`src/rtl/hp1349a_pkg.sv`:
```
// Shared definitions for the HP1349A command scheduler: word fields, opcodes,
// sequencer state encoding and counter widths.
package hp1349a_pkg;

    localparam int unsigned WORD_W     = 16;
    localparam int unsigned COORD_W    = 11;
    localparam int unsigned CHR_W      = 8;
    localparam int unsigned COND_W     = 11;
    localparam int unsigned CMD_CNT_W  = 16;
    localparam int unsigned DROP_CNT_W = 8;

    localparam int unsigned OP_HI      = 14;
    localparam int unsigned OP_LO      = 13;
    localparam int unsigned PLOT_Y_BIT = 12;
    localparam int unsigned BEAM_BIT   = 11;

    localparam logic [1:0] OP_PLOT  = 2'b00;
    localparam logic [1:0] OP_GRAPH = 2'b01;
    localparam logic [1:0] OP_TEXT  = 2'b10;
    localparam logic [1:0] OP_COND  = 2'b11;

    typedef enum logic [2:0] {
        IDLE   = 3'd0,
        FETCH  = 3'd1,
        DECODE = 3'd2,
        VEC    = 3'd3,
        CHR    = 3'd4
    } state_e;

    function automatic logic [1:0] word_op(input logic [WORD_W-1:0] w);
        return w[OP_HI:OP_LO];
    endfunction

endpackage

```
`src/rtl/hp1349a_req_hs.sv`:
```
// Request holder: raises req on start, holds it until ack or until ACK_TMO
// cycles pass without one; done/timeout are same-cycle strobes to the sequencer.
module hp1349a_req_hs #(
    parameter int unsigned ACK_TMO = 255
) (
    input  logic clk,
    input  logic rst,
    input  logic start_i,
    input  logic ack_i,
    output logic req_o,
    output logic done_c_o,
    output logic tmo_c_o
);

    localparam int unsigned CNT_W = $clog2(ACK_TMO + 1);

    logic             req_q, req_d;
    logic [CNT_W-1:0] cnt_q, cnt_d;

    // An ack seen in the first cycle of req is accepted like any other.
    assign done_c_o = req_q & ack_i;
    assign tmo_c_o  = req_q & ~ack_i & (cnt_q == CNT_W'(ACK_TMO - 1));
    assign req_o    = req_q;

    always_ff @(posedge clk or posedge rst) begin
        if (rst) begin
            req_q <= 1'b0;
            cnt_q <= '0;
        end else begin
            req_q <= req_d;
            cnt_q <= cnt_d;
        end
    end

    always_comb begin
        req_d = req_q;
        cnt_d = cnt_q;
        if (start_i) begin
            req_d = 1'b1;
            cnt_d = '0;
        end else if (done_c_o || tmo_c_o) begin
            req_d = 1'b0;
            cnt_d = '0;
        end else if (req_q) begin
            cnt_d = cnt_q + CNT_W'(1);
        end
    end

endmodule

```
`src/rtl/hp1349a_cmd_sched.sv`:
```
// HP1349A command scheduler: pops receive-FIFO words, tracks beam and condition
// state, and issues one request at a time to the vector or character engine.
// Optional statistics ports/counters: define HP1349A_SCHED_STATS_EN.
module hp1349a_cmd_sched
    import hp1349a_pkg::*;
#(
    parameter int unsigned GRAPH_DX = 1,
    parameter int unsigned ACK_TMO  = 255
) (
    input  logic                  clk,
    input  logic                  rst,
    input  logic                  fifo_empty,
    output logic                  fifo_rd_en,
    input  logic [WORD_W-1:0]     fifo_rd_data,
    output logic                  vec_req,
    input  logic                  vec_ack,
    output logic [COORD_W-1:0]    vec_x,
    output logic [COORD_W-1:0]    vec_y,
    output logic                  vec_beam,
    output logic                  chr_req,
    input  logic                  chr_ack,
    output logic [CHR_W-1:0]      chr_code,
    output logic [COND_W-1:0]     cond,
    output logic                  tmo_err
`ifdef HP1349A_SCHED_STATS_EN
    ,
    output logic [CMD_CNT_W-1:0]  cmd_cnt,
    output logic [DROP_CNT_W-1:0] drop_cnt
`endif
);

    state_e               state_q, state_d;
    logic                 rd_en_q, rd_en_d;
    logic [COORD_W-1:0]   x_q, x_d;
    logic [COORD_W-1:0]   y_q, y_d;
    logic                 beam_q, beam_d;
    logic [COORD_W-1:0]   x_pend_q, x_pend_d;
    logic                 pend_vld_q, pend_vld_d;
    logic [CHR_W-1:0]     chr_code_q, chr_code_d;
    logic [COND_W-1:0]    cond_q, cond_d;
    logic                 tmo_err_q, tmo_err_d;

    logic                 vec_start_c, chr_start_c;
    logic                 vec_done_c, vec_tmo_c;
    logic                 chr_done_c, chr_tmo_c;
    logic [COORD_W-1:0]   coord_c;
    logic                 unused_msb;

    assign coord_c    = fifo_rd_data[COORD_W-1:0];
    assign unused_msb = fifo_rd_data[WORD_W-1];

    hp1349a_req_hs #(.ACK_TMO(ACK_TMO)) u_vec_hs (
        .clk      (clk),
        .rst      (rst),
        .start_i  (vec_start_c),
        .ack_i    (vec_ack),
        .req_o    (vec_req),
        .done_c_o (vec_done_c),
        .tmo_c_o  (vec_tmo_c)
    );

    hp1349a_req_hs #(.ACK_TMO(ACK_TMO)) u_chr_hs (
        .clk      (clk),
        .rst      (rst),
        .start_i  (chr_start_c),
        .ack_i    (chr_ack),
        .req_o    (chr_req),
        .done_c_o (chr_done_c),
        .tmo_c_o  (chr_tmo_c)
    );

    always_ff @(posedge clk or posedge rst) begin
        if (rst) begin
            state_q    <= IDLE;
            rd_en_q    <= 1'b0;
            x_q        <= '0;
            y_q        <= '0;
            beam_q     <= 1'b0;
            x_pend_q   <= '0;
            pend_vld_q <= 1'b0;
            chr_code_q <= '0;
            cond_q     <= '0;
            tmo_err_q  <= 1'b0;
        end else begin
            state_q    <= state_d;
            rd_en_q    <= rd_en_d;
            x_q        <= x_d;
            y_q        <= y_d;
            beam_q     <= beam_d;
            x_pend_q   <= x_pend_d;
            pend_vld_q <= pend_vld_d;
            chr_code_q <= chr_code_d;
            cond_q     <= cond_d;
            tmo_err_q  <= tmo_err_d;
        end
    end

    // The popped word is presented by the FIFO in DECODE, the cycle after the strobe.
    always_comb begin
        state_d     = state_q;
        rd_en_d     = 1'b0;
        x_d         = x_q;
        y_d         = y_q;
        beam_d      = beam_q;
        x_pend_d    = x_pend_q;
        pend_vld_d  = pend_vld_q;
        chr_code_d  = chr_code_q;
        cond_d      = cond_q;
        tmo_err_d   = tmo_err_q | vec_tmo_c | chr_tmo_c;
        vec_start_c = 1'b0;
        chr_start_c = 1'b0;

        unique case (state_q)
            IDLE: begin
                if (!fifo_empty) begin
                    rd_en_d = 1'b1;
                    state_d = FETCH;
                end
            end
            FETCH: state_d = DECODE;
            DECODE: begin
                case (word_op(fifo_rd_data))
                    OP_PLOT: begin
                        if (!fifo_rd_data[PLOT_Y_BIT]) begin
                            x_pend_d   = coord_c;
                            pend_vld_d = 1'b1;
                            state_d    = IDLE;
                        end else begin
                            x_d         = pend_vld_q ? x_pend_q : x_q;
                            y_d         = coord_c;
                            beam_d      = fifo_rd_data[BEAM_BIT];
                            pend_vld_d  = 1'b0;
                            vec_start_c = 1'b1;
                            state_d     = VEC;
                        end
                    end
                    OP_GRAPH: begin
                        x_d         = x_q + COORD_W'(GRAPH_DX);
                        y_d         = coord_c;
                        beam_d      = 1'b1;
                        vec_start_c = 1'b1;
                        state_d     = VEC;
                    end
                    OP_TEXT: begin
                        chr_code_d  = fifo_rd_data[CHR_W-1:0];
                        chr_start_c = 1'b1;
                        state_d     = CHR;
                    end
                    OP_COND: begin
                        cond_d  = fifo_rd_data[COND_W-1:0];
                        state_d = IDLE;
                    end
                    default: state_d = IDLE;
                endcase
            end
            VEC: begin
                if (vec_done_c || vec_tmo_c) begin
                    state_d = IDLE;
                end
            end
            CHR: begin
                if (chr_done_c || chr_tmo_c) begin
                    state_d = IDLE;
                end
            end
            default: state_d = IDLE;
        endcase
    end

    assign fifo_rd_en = rd_en_q;
    assign vec_x      = x_q;
    assign vec_y      = y_q;
    assign vec_beam   = beam_q;
    assign chr_code   = chr_code_q;
    assign cond       = cond_q;
    assign tmo_err    = tmo_err_q;

`ifdef HP1349A_SCHED_STATS_EN
    logic [CMD_CNT_W-1:0]  cmd_cnt_q;
    logic [DROP_CNT_W-1:0] drop_cnt_q;
    logic                  cmd_done_c;

    // Commands complete on acceptance, or at decode when they issue no request.
    assign cmd_done_c = vec_done_c | chr_done_c |
                        ((state_q == DECODE) && (word_op(fifo_rd_data) == OP_COND)) |
                        ((state_q == DECODE) && (word_op(fifo_rd_data) == OP_PLOT) &&
                         !fifo_rd_data[PLOT_Y_BIT]);

    always_ff @(posedge clk or posedge rst) begin
        if (rst) begin
            cmd_cnt_q  <= '0;
            drop_cnt_q <= '0;
        end else begin
            if (cmd_done_c) begin
                cmd_cnt_q <= cmd_cnt_q + CMD_CNT_W'(1);
            end
            if ((vec_tmo_c || chr_tmo_c) && (drop_cnt_q != {DROP_CNT_W{1'b1}})) begin
                drop_cnt_q <= drop_cnt_q + DROP_CNT_W'(1);
            end
        end
    end

    assign cmd_cnt  = cmd_cnt_q;
    assign drop_cnt = drop_cnt_q;
`endif

endmodule

```
`config.mk`:
```
export PLATFORM = sky130hd
export DESIGN_NAME = hp1349a_cmd_sched
export DESIGN_NICKNAME = d
export VERILOG_FILES = /design/src/rtl/hp1349a_pkg.sv /design/src/rtl/hp1349a_req_hs.sv /design/src/rtl/hp1349a_cmd_sched.sv
export SDC_FILE = /design/constraint.sdc
export NUM_CORES = 1
export LEC_CHECK = 0
export CAP_MARGIN = 20
export CORE_MARGIN = 2
export CORE_UTILIZATION = 40
export CTS_CLUSTER_DIAMETER = 100
export DETAILED_ROUTE_END_ITERATION = 8
export PLACE_DENSITY = 0.72
export SKIP_LAST_GASP = 1
export SYNTH_ARGS = -nofsm -noshare
export SYNTH_HDL_FRONTEND = slang
export SYNTH_SLANG_ARGS = --single-unit
```
`constraint.sdc`:
```
create_clock -name clk -period 2.5 [get_ports clk]
set_clock_uncertainty 0.1 [all_clocks]
set_input_delay 0.25 -clock clk [delete_from_list [all_inputs] [get_ports clk]]
set_output_delay 0.25 -clock clk [all_outputs]
set_load 0.1 [all_outputs]
```
==> flow_summary.ini, run 1 <==
[outcome]
outcome = finished, final reports clean

[yosys]
synth_top_family_by_area = simple AND/OR/NAND/NOR gates
synth_common_cells = 77 x dfrtp_1, 62 x nand2_1, 30 x mux2_2
yosysTopAreaCell = dfrtp_1
synthAdderAreaFrac_pct = 1.79
synthDominantCellAreaShare_pct = 55.2
synthXorXnorAreaFrac_pct = 2.01
syn_nets = 348
synth.cell_area_sq_um = 3490
ys_ff_latch = 77
yosysWarnings = 0
synth_compound_area_share_pct = 10.9
ys_seq_area_share_pct = 55.2
synth_mux_area_share_pct = 9.97
synth_flop_cell = dfrtp_1
synth_edf_count = 0
async_flop_share_pct = 100
synth_simple_gate_area_share_pct = 17.3
syn_avg_cell_area_sq_um = 10.8
syn_inst = 322
yosys.cell_types.count = 49
yosysMostFrequentCell = dfrtp_1
synth_area_leaders = dfrtp_1 55%, mux2_2 9.7%, nand2_1 6.7%, a21oi_1 2.0%, o21ai_0 2.0%

[cts]
cts_resized = 0
clock_path_buffers = 2
postCtsSetupRepairBufs = 0
cts_root_buffer = clkbuf_8
holdBufCountCts = 0
htreeDepth = 3
cts_tree = yes
cts.sinks = 77
clk_latency_ps = 360
clk_pin_slew_ps = 90
cts_inserted_buffers = 9

[detailed_routing]
first_pass_iters = 4
wl_um = 7830
vias_per_cell = 5.30
antenna_left = 0
num_vias = 2697
drc = 0
avgRoutedWirePerCell_um = 15.4
drt_iter0_markers = 122

[timing]
timing.fmax_ghz = 0.507
worstMarginPinSlew_ps = 472
rsz0062_at_grt = false
final-max-slew-violation-count = 0
relSlewSlack_pct = 68.5
tns_ps = 0
hold_violations = 0
period_share_pct = 78.9
period_needed_ps = 1970
finalSetupViolations = 0

[global_routing]
globalRouteTotalUtil_pct = 17.2
antenna_found_initial = 0
grt_pass1_wl_um = 13000
gr-total-overflow = 0
grt_max_degree = 35
grt_pass1_vias = 2632

[worst_setup_path]
crit_required_ps = 2670
path_max_fanout = 8
cp-start-kind = register
worst_ep_arrival_time_ps = 2150
crit_type = register to register
end_kind = register

[die]
io_pins = 67
fp.dieW_um = 97.4
dieArea_sq_um = 9480
coreArea_sq_um = 8590
rows = 34
start_util_pct = 40.6
die_y_um = 97.4

[finish]
syn2layout_area_growth_pct = 26.8
drive_gt1_share_pct = 27.4
finalInstanceArea_sq_um = 4420
num_antenna_cells = 0
final_nets = 422
final_cells = 509

[hold_path]
min_path_type = input pin to async pin

[placement]
dp_hpwl_um = 5430
portBuffers = 65
place_inst = 493
placed_cell_area_sq_um = 4180
gp_congestion = 0.813

[flow_run]
cap_violations = 0
==> layout by cell type (no fill, tap or decap), types with 4 or more instances in the layout <==
cell type        count
o22ai_1              5
nor2_1              16
xor2_1               5
a21oi_1             14
nor3_1               4
buf_4               56
clkbuf_8             9
o21ai_0             14
mux2_2              30
ha_1                 5
nand4_1              4
nand3_1             13
clkdlybuf4s50_1     19
nand2b_1             5
dfrtp_1             77
nand2_1             62
==> registers in the layout, indices dropped and copies added, names as in the netlist <==
name and cells:
chr_code 8, cond 11, fifo_rd_en 1, pend_vld_q 1, state_q 3, tmo_err 1
u_chr_hs.cnt_q 8, u_chr_hs.req_o 1, u_vec_hs.cnt_q 8, u_vec_hs.req_o 1, vec_beam 1, vec_x 11
vec_y 11, x_pend_q 11
==> through the flow <==
step | hold WS [ps] | setup slack [ps] | utilization [%]
finish | 123 | 527 | 51.5
floorplan | 224 | 183 | -
global route | 166 | 421 | 51.5
CTS | 124 | 530 | 51.5
detailed placement | 368 | 428 | 48.6
global placement | 365 | 472 | 48.6
==> final timing paths <==
check                      cells past startpoint       start  slack (ps)                end
max reg2reg                                    4  state_q[0]         530           vec_x[6]
max                                            4  state_q[0]         530           vec_x[6]
min reg2reg                                    2   vec_y[10]         380          vec_y[10]
min in group clk                               2  fifo_empty         370         fifo_rd_en
min                                            2         rst         120            cond[6]
max in group asynchronous                      3         rst        1490  u_chr_hs.cnt_q[4]
==> final cells by class <==
cell class	instances	area [sq um]
Multi-Input combinational cell	228	1470
Inverter	4	15.0
Sequential cell	77	1930
Tap cell	108	135
Clock inverter	7	123
Timing Repair Buffer	76	631
Clock buffer	9	124
Fill cell	767	4170
==> per-layer routing <==
metal / up-vias / share of wire, % / track usage (%) / wire (um)
li1: 1293 / - / - / -
met1: 1333 / 46 / 22.9 / 3590
met2: 57 / 48 / 27.2 / 3750
met3: 14 / 4.1 / 4.10 / 319
met4: 0 / 2.2 / 7.05 / 172
met5: - / 0 / 0 / 0
==> logic make-up (layout without fill, tap and decap cells) <==
| group | count (synthesis) | in the layout |
|---|---|---|
| mux | 31 | 31 |
| fa+ha+maj | 5 | 5 |
| simple gates | 126 | 126 |
| xor+xnor | 8 | 8 |
| buf+inv | 17 | 96 |
| flops | 77 | 77 |
| compound gates | 58 | 58 |
==> worst max-delay path, cell delays in order (launching register included) <==
cell	delay (ps)
dfrtp_1	440
or3b_1	530
or2_1	390
nor3_1	240
a2bb2oi_1	190
Power of run 1 is left out: the tool's default activity adds up to more than one toggle a clock period on the data nets, which glitch-free logic cannot reach.
==> run 2, diff against run 1 <==
PLACE_DENSITY = 0.75   (was 0.72)
clock period = 1.6 ns   (was 2.5 ns; I/O delays follow)
==> run 2 against run 1 <==
Effect of this change:
- worst hold slack got worse by 96 ps
- final area increased by 28%
- global-route usage increased by 2.6 points
- via count increased by 7.8%
- non-clock buffer count increased by 43
- worst setup slack got worse by 700 ps
- die area unchanged
- routed wire length increased by 19%
- first-iteration DRC count increased by 16%
- critical path depth unchanged
- the flow now finishes with violations (setup timing)
- register-to-register slack got worse by 700 ps
- clock-buffer cell count increased by 1
- critical path type unchanged
==> flow_summary.ini, run 2 (synthesis gave the netlist of run 1 again) <==
[placement]
gp_congestion = 0.808
placed_cell_area_sq_um = 5180
portBuffers = 65
dp_hpwl_um = 6610

[die]
io_pins = 67
rows = 34
start_util_pct = 40.6
coreArea_sq_um = 8590
die_y_um = 97.4
dieArea_sq_um = 9480
fp.dieW_um = 97.4

[global_routing]
grt_max_degree = 37
grt_pass1_wl_um = 15100
globalRouteTotalUtil_pct = 19.8
antenna_found_initial = 0
grt_pass1_vias = 3050
gr-total-overflow = 0

[detailed_routing]
vias_per_cell = 5.27
wl_um = 9310
avgRoutedWirePerCell_um = 16.9
first_pass_iters = 4
drc = 0
antenna_left = 0
drt_iter0_markers = 141
num_vias = 2908

[cts]
cts.sinks = 77
clk_pin_slew_ps = 90
holdBufCountCts = 0
cts_root_buffer = clkbuf_8
clk_latency_ps = 350
cts_tree = yes
clock_path_buffers = 2
cts_inserted_buffers = 9
htreeDepth = 3

[finish]
drive_gt1_share_pct = 45.5
final_common_cell = dfrtp_1
final_nets = 465
num_antenna_cells = 0
final_cell_mix = 66 x dfrtp_1, 53 x buf_12, 52 x nand2_1
fillCellCount = 602
syn2layout_area_growth_pct = 61.7
fin_util_pct = 65.6
finalInstanceArea_sq_um = 5640

[timing]
finalSetupViolations = 53
timing.fmax_ghz = 0.564
final-max-slew-violation-count = 0
relSlewSlack_pct = 67.7
period_share_pct = 111
period_needed_ps = 1770
rsz0062_at_grt = true
worstMarginPinSlew_ps = 478
hold_violations = 0
fin_ws_ps = -172

[outcome]
violations = setup timing
outcome = complete, but fails checks

[worst_setup_path]
cp-start-kind = register
crit_type = register to register
worst_ep_arrival_time_ps = 1910
end_kind = register
path_max_fanout = 12
crit_required_ps = 1740

[flow_run]
cap_violations = 0

[hold_path]
min_path_type = input pin to async pin
[run 2: metal layers]
layer  track usage (%)  share of wire, %  vias to the layer above
li1                  -                 -                     1378
met1              24.6                43                     1447
met2              34.5                52                       73
met3              4.82               4.0                       10
met4              5.56               1.3                        0
met5                 0                 0                        -
[run 2: per-stage QoR]
stage	hold slack (ps)	instances	setup slack, ps	setup TNS (ps)
CTS	29.9	542	-169	-4220
floorplan	134	322	-229	-3870
global route	23.8	552	-226	-7710
detailed placement	396	523	-294	-13110
global placement	386	523	-231	-10920
finish	26.8	552	-172	-4490
[run 2: path summary, 6_finish.rpt]
| path | start | end | slack, ps | cells after the start |
|---|---|---|---|---|
| setup / recovery | state_q[2] | x_pend_q[4] | -170 | 4 |
| hold / removal | rst | vec_y[0] | 30 | 2 |
| setup reg to reg | state_q[2] | x_pend_q[4] | -170 | 4 |
| hold reg to reg | x_pend_q[3] | x_pend_q[3] | 420 | 1 |
| max in group asynchronous | rst | u_chr_hs.req_o | 880 | 3 |
| min in group clk | fifo_empty | fifo_rd_en | 300 | 2 |
[run 2: what timing repair did]
item,CTS,global route
cloned,1,1
pin swaps,6,4
setup endpoints to repair,68,70
buffers inserted,3,10
gates resized for setup,20,21
[run 2: cell type report]
class,instances,area (sq um),share of cell area [%]
sequential,77,1960,34.7
timing repair buffer,119,1670,29.7
multi-input combinational,228,1670,29.5
clock buffer,10,138,2.44
tap,108,135,2.40
clock inverter,6,53.8,0.954
inverter,4,18.8,0.333
[run 2: critical path, cell delays in order, from the launching register on]
cell     delay, ps
dfrtp_1        390
or3b_4         450
nor4_4         200
buf_12         180
mux2_2         340
Power of run 2 is left out for the same reason.
